## src/rtl/key_filter_array.sv

```systemverilog
// key_filter_array: multi-channel key debouncer with a shared 1 ms timebase.
// Each channel gives a debounced level (1 = pressed), a press pulse and a
// release pulse. Optional long-press detection is enabled by defining the
// macro KEY_FILTER_LONG_PRESS_EN; without it key_long is tied to 0.
module key_filter_array #(
    parameter int FREQ        = 25_000_000,
    parameter int NUM_KEYS    = 4,
    parameter int DEBOUNCE_MS = 10,
    parameter int ACTIVE_LOW  = 1,
    parameter int LONG_MS     = 1000
) (
    input  logic                clk,
    input  logic                rst_n,
    input  logic [NUM_KEYS-1:0] key_in,
    output logic [NUM_KEYS-1:0] key_level,
    output logic [NUM_KEYS-1:0] key_press,
    output logic [NUM_KEYS-1:0] key_release,
    output logic [NUM_KEYS-1:0] key_long
);

    localparam int TICK_DIV = FREQ / 1000;
    // A divider of 1 still needs a 1-bit counter so the vector is legal.
    localparam int TICK_W   = (TICK_DIV > 1) ? $clog2(TICK_DIV) : 1;
    localparam int DBC_W    = $clog2(DEBOUNCE_MS + 1);

    localparam logic [TICK_W-1:0] TICK_LAST = TICK_W'(TICK_DIV - 1);
    localparam logic [DBC_W-1:0]  DBC_LAST  = DBC_W'(DEBOUNCE_MS - 1);
    localparam logic              IDLE_PIN  = (ACTIVE_LOW != 0);

    // Reject parameter sets the filter cannot honour.
    generate
        if (FREQ < 1000 || NUM_KEYS < 1 || NUM_KEYS > 32 ||
            DEBOUNCE_MS < 1 || LONG_MS <= DEBOUNCE_MS) begin : g_bad_param
            $error("key_filter_array: illegal parameter combination");
        end
    endgenerate

    logic [TICK_W-1:0]   tick_cnt_reg;
    logic                tick;
    logic [NUM_KEYS-1:0] sync1_reg;
    logic [NUM_KEYS-1:0] sync2_reg;
    logic [NUM_KEYS-1:0] pressed;
    logic [NUM_KEYS-1:0] level_reg;
    logic [NUM_KEYS-1:0] level_d_reg;
    logic [NUM_KEYS-1:0] press_reg;
    logic [NUM_KEYS-1:0] release_reg;

    assign tick = (tick_cnt_reg == TICK_LAST);

    // Free-running millisecond divider; tick is high on its last count.
    always_ff @(posedge clk or negedge rst_n) begin
        if (!rst_n) begin
            tick_cnt_reg <= '0;
        end else if (tick) begin
            tick_cnt_reg <= '0;
        end else begin
            tick_cnt_reg <= tick_cnt_reg + TICK_W'(1);
        end
    end

    // Two-flop synchroniser; resets to the idle pin level so no false press.
    always_ff @(posedge clk or negedge rst_n) begin
        if (!rst_n) begin
            sync1_reg <= {NUM_KEYS{IDLE_PIN}};
            sync2_reg <= {NUM_KEYS{IDLE_PIN}};
        end else begin
            sync1_reg <= key_in;
            sync2_reg <= sync1_reg;
        end
    end

    // Normalise polarity: 1 always means pressed.
    assign pressed = sync2_reg ^ {NUM_KEYS{IDLE_PIN}};

    genvar gi;
    generate
        for (gi = 0; gi < NUM_KEYS; gi++) begin : g_chan
            logic [DBC_W-1:0] dbc_cnt_reg;
            logic             chan_level_reg;

            // Count ticks while the input disagrees with the level; any
            // agreement restarts the count, so short glitches are discarded.
            always_ff @(posedge clk or negedge rst_n) begin
                if (!rst_n) begin
                    dbc_cnt_reg    <= '0;
                    chan_level_reg <= 1'b0;
                end else if (pressed[gi] == chan_level_reg) begin
                    dbc_cnt_reg <= '0;
                end else if (tick) begin
                    if (dbc_cnt_reg == DBC_LAST) begin
                        dbc_cnt_reg    <= '0;
                        chan_level_reg <= ~chan_level_reg;
                    end else begin
                        dbc_cnt_reg <= dbc_cnt_reg + DBC_W'(1);
                    end
                end
            end

            assign level_reg[gi] = chan_level_reg;
        end
    endgenerate

    // Edge pulses, one cycle after the debounced level changes.
    always_ff @(posedge clk or negedge rst_n) begin
        if (!rst_n) begin
            level_d_reg <= '0;
            press_reg   <= '0;
            release_reg <= '0;
        end else begin
            level_d_reg <= level_reg;
            press_reg   <= level_reg & ~level_d_reg;
            release_reg <= ~level_reg & level_d_reg;
        end
    end

    assign key_level   = level_reg;
    assign key_press   = press_reg;
    assign key_release = release_reg;

`ifdef KEY_FILTER_LONG_PRESS_EN
    localparam int                HOLD_W   = $clog2(LONG_MS + 1);
    localparam logic [HOLD_W-1:0] HOLD_MAX = HOLD_W'(LONG_MS);

    generate
        for (gi = 0; gi < NUM_KEYS; gi++) begin : g_long
            logic [HOLD_W-1:0] hold_cnt_reg;
            logic              long_done_reg;
            logic              long_reg;

            // Millisecond hold timer, saturating so it cannot wrap mid-press.
            always_ff @(posedge clk or negedge rst_n) begin
                if (!rst_n) begin
                    hold_cnt_reg <= '0;
                end else if (!level_reg[gi]) begin
                    hold_cnt_reg <= '0;
                end else if (tick && (hold_cnt_reg != HOLD_MAX)) begin
                    hold_cnt_reg <= hold_cnt_reg + HOLD_W'(1);
                end
            end

            // Single long pulse per press; the done flag blocks auto-repeat.
            always_ff @(posedge clk or negedge rst_n) begin
                if (!rst_n) begin
                    long_reg      <= 1'b0;
                    long_done_reg <= 1'b0;
                end else if (!level_reg[gi]) begin
                    long_reg      <= 1'b0;
                    long_done_reg <= 1'b0;
                end else if ((hold_cnt_reg == HOLD_MAX) && !long_done_reg) begin
                    long_reg      <= 1'b1;
                    long_done_reg <= 1'b1;
                end else begin
                    long_reg <= 1'b0;
                end
            end

            assign key_long[gi] = long_reg;
        end
    endgenerate
`else
    assign key_long = '0;
`endif

endmodule

```

## config.mk

```make
export PLATFORM = sky130hd
export DESIGN_NAME = key_filter_array
export DESIGN_NICKNAME = d
export VERILOG_FILES = /design/src/rtl/key_filter_array.sv
export SDC_FILE = /design/constraint.sdc
export NUM_CORES = 1
export LEC_CHECK = 0
export ABC_AREA = 1
export BUFFER_PORTS_ARGS = -buffer_cell sky130_fd_sc_hd__buf_2
export CAP_MARGIN = 20
export CORE_MARGIN = 4
export CORE_UTILIZATION = 52
export DETAILED_ROUTE_END_ITERATION = 7
export GPL_TIMING_DRIVEN = 0
export PLACE_DENSITY = 0.78
export SLEW_MARGIN = 15
export SYNTH_ARGS = -nofsm -noshare
export SYNTH_HDL_FRONTEND = slang
export SYNTH_SLANG_ARGS = --single-unit
export TNS_END_PERCENT = 10
```

## constraint.sdc

```tcl
create_clock -name clk -period 3.7 [get_ports clk]
set_input_delay 0.185 -clock clk [delete_from_list [all_inputs] [get_ports clk]]
set_output_delay 0.185 -clock clk [all_outputs]
set_load 0.005 [all_outputs]
```

==> out/results.txt <==
Core ar. -> 5140 um2
commonest non-fill, non-tap cell in the layout -> nand2_1
total track usage -> 0.171
period utilization -> 0.417
Tmin final -> 1.54 ns
number of port buffers -> 17
Final ANT Viol Nets -> 0
initial antenna violation count -> 0
initial core utilization -> 0.538
largest net degree at the start of global routing -> 56
outcome -> completed
Max Slew Vio Count -> 0
Die W -> 80.9 um
Worst setup SP type -> flop
setup_tns -> 0 ns
FF+latch count, synth -> 55
nets -> 380
element type at the critical path end -> flop
syn_area_per_cell -> 8.30 um2
worst hold path class -> flop to flop
io pins -> 22
Avg WL per Cell -> 11.3 um
peak supply drop -> 0.186 mV
Synth Instances -> 333
Hold Fails Final Rpt -> 0
RSZ-0062 raised after global routing -> false
post-synth top area share -> 0.425
postcts setup bufs -> 0
first-pass GRT wire length -> 8.77 mm
vias in the first global route -> 1949
dpl cell area -> 2950 um2
total power per unit cell area -> 312 nW/um2
total number of vias -> 2071
final instance area -> 3090 um2
Overflow after GRT -> 0
placement row count -> 26
Pre-antenna DRT Iters -> 6
CTS Root Cell -> clkbuf_8
gpl congestion -> 0.830
kind of critical path -> flop to flop
Worst-path clk slew -> 0.09 ns
Worst Path Max Fanout -> 10
Largest register FFs -> 16
total of max-cap violations -> 0
Antenna Cells -> 0
Netlist Area Pre-Place -> 2770 um2
Leakage -> 1.72 nW
Die ar. -> 6550 um2
Yosys warnings -> 0
Worst Tran Pin Value -> 0.681 ns
clock latency on the worst-skew pair -> 0.31 ns
Die Height -> 80.9 um
distinct cell type count after synthesis -> 23
Clock Path Buffers -> 2
ranking of synthesized cells by area -> dfrtp_1, nand3_1, nand2_1, nor2_1, dfstp_2
layout cells sized above 1 -> 0.156
# DRC -> 0
post-synthesis sequential area ratio -> 0.501
Vias/cell -> 4.75
Area growth, synth to finish -> 11.6%
H-tree lvl count -> 2
Yosys top cell by area -> dfrtp_1
CTS Buf Count -> 5
CTS tree -> yes
Max Freq -> 649 MHz
most frequent cells in the layout -> nand2_1, nor2_1, nand3_1
Clock Skew -> 0.0160 ns
Arrival @ worst endpoint -> 1.74 ns
total routed wirelength -> 4.92 mm
Setup violations, final -> 0
TritonCTS Sinks -> 55
critical path data required time -> 3.90 ns
DP Wirelength -> 3.42 mm
DR iter-0 viols -> 171
Slew headroom -> 0.546
-- layout make-up --
| cell class | count | area (um2) |
|---|---|---|
| repair buffers | 22 | 138 |
| well taps | 70 | 87.6 |
| inverters | 46 | 174 |
| clock inverters | 3 | 15.0 |
| clock buffers | 5 | 68.8 |
| multi-input cells | 224 | 1120 |
| plain buffers | 11 | 93.8 |
| fillers | 479 | 2050 |
| flip-flops and latches | 55 | 1390 |
-- per-stage QoR --
| stage | total power, mW | hold WS (ns) | instances | utilization | setup WS [ns] |
|---|---|---|---|---|---|
| floorplan | 0.633 | -0.111 | 336 | - | 2.40 |
| global placement | 0.648 | 0.290 | 423 | 0.574 | 2.20 |
| detailed placement | 0.650 | 0.277 | 423 | 0.574 | 2.17 |
| CTS | 0.979 | 0.362 | 436 | 0.600 | 2.16 |
| global route | 1.00 | 0.365 | 436 | 0.600 | 2.06 |
| finish | 0.964 | 0.360 | 436 | 0.600 | 2.16 |
-- layer usage --
metal,routed length [um],track usage,vias up,part of all wire
met3,134,0.0333,7,0.027
met1,2310,0.233,962,0.47
li1,-,-,1077,-
met2,2410,0.278,25,0.49
met5,0,0,-,0
met4,68,0.0507,0,0.014
-- report_power, final --
| part | switching, mW | internal [mW] |
|---|---|---|
| Combinational | 0.0200 | 0.0105 |
| Clock | 0.192 | 0.130 |
| Sequential | 0.00204 | 0.609 |
| Total | 0.214 | 0.749 |
-- worst paths after layout --
check	start	end	slack [ns]	depth (start not counted)
min in group asynchronous	rst_n	tick_cnt_reg[14]	0.45	2
worst max register to register	tick_cnt_reg[0]	g_chan[2].dbc_cnt_reg[0]	2.16	7
max in group asynchronous	rst_n	key_press[2]	2.79	2
worst min-delay path	sync1_reg[0]	sync2_reg[0]	0.36	0
worst max-delay path	tick_cnt_reg[0]	g_chan[2].dbc_cnt_reg[0]	2.16	7
worst min register to register	sync1_reg[0]	sync2_reg[0]	0.36	0
-- synth_stat cells --
master / number
nand2_1: 66
nor2_1: 57
nand3_1: 54
dfrtp_1: 47
inv_1: 45
ha_1: 9
buf_4: 8
dfstp_2: 8
xor2_1: 8
xnor2_1: 6
nand4_1: 4
nor2_2: 4
buf_6: 3
nand2_2: 3
a21oi_1: 2
nor2_4: 2
and2b_1: 1
clkinv_2: 1
conb_1: 1
nand2_4: 1
o21ai_1: 1
o21ai_2: 1
or2_2: 1
-- critical path, stage by stage, from the launching register on --
cell and delay [ns]:
dfrtp_1 0.39, ha_1 0.22, nand2_2 0.09, nor2_2 0.34, nand2_4 0.11, buf_6 0.16
nand3_1 0.07, nand2_1 0.06
-- logic make-up (layout without fill, tap and decap cells) --
logic type	after synthesis	in the layout	share of synthesized area
fa+ha+maj	9	9	0.0407
other cells	1	4	0.00136
flops	55	55	0.501
compound gates	4	4	0.00860
xor+xnor	14	14	0.0443
simple gates	193	193	0.307
buf+inv	57	87	0.0968
-- repair_timing --
| action | CTS | global route |
|---|---|---|
| hold buffers | 5 | 0 |
| resized for setup | 0 | 0 |
| endpoints found under the hold margin | 51 | 0 |
No activity file was read; power rests on OpenSTA's default activity.
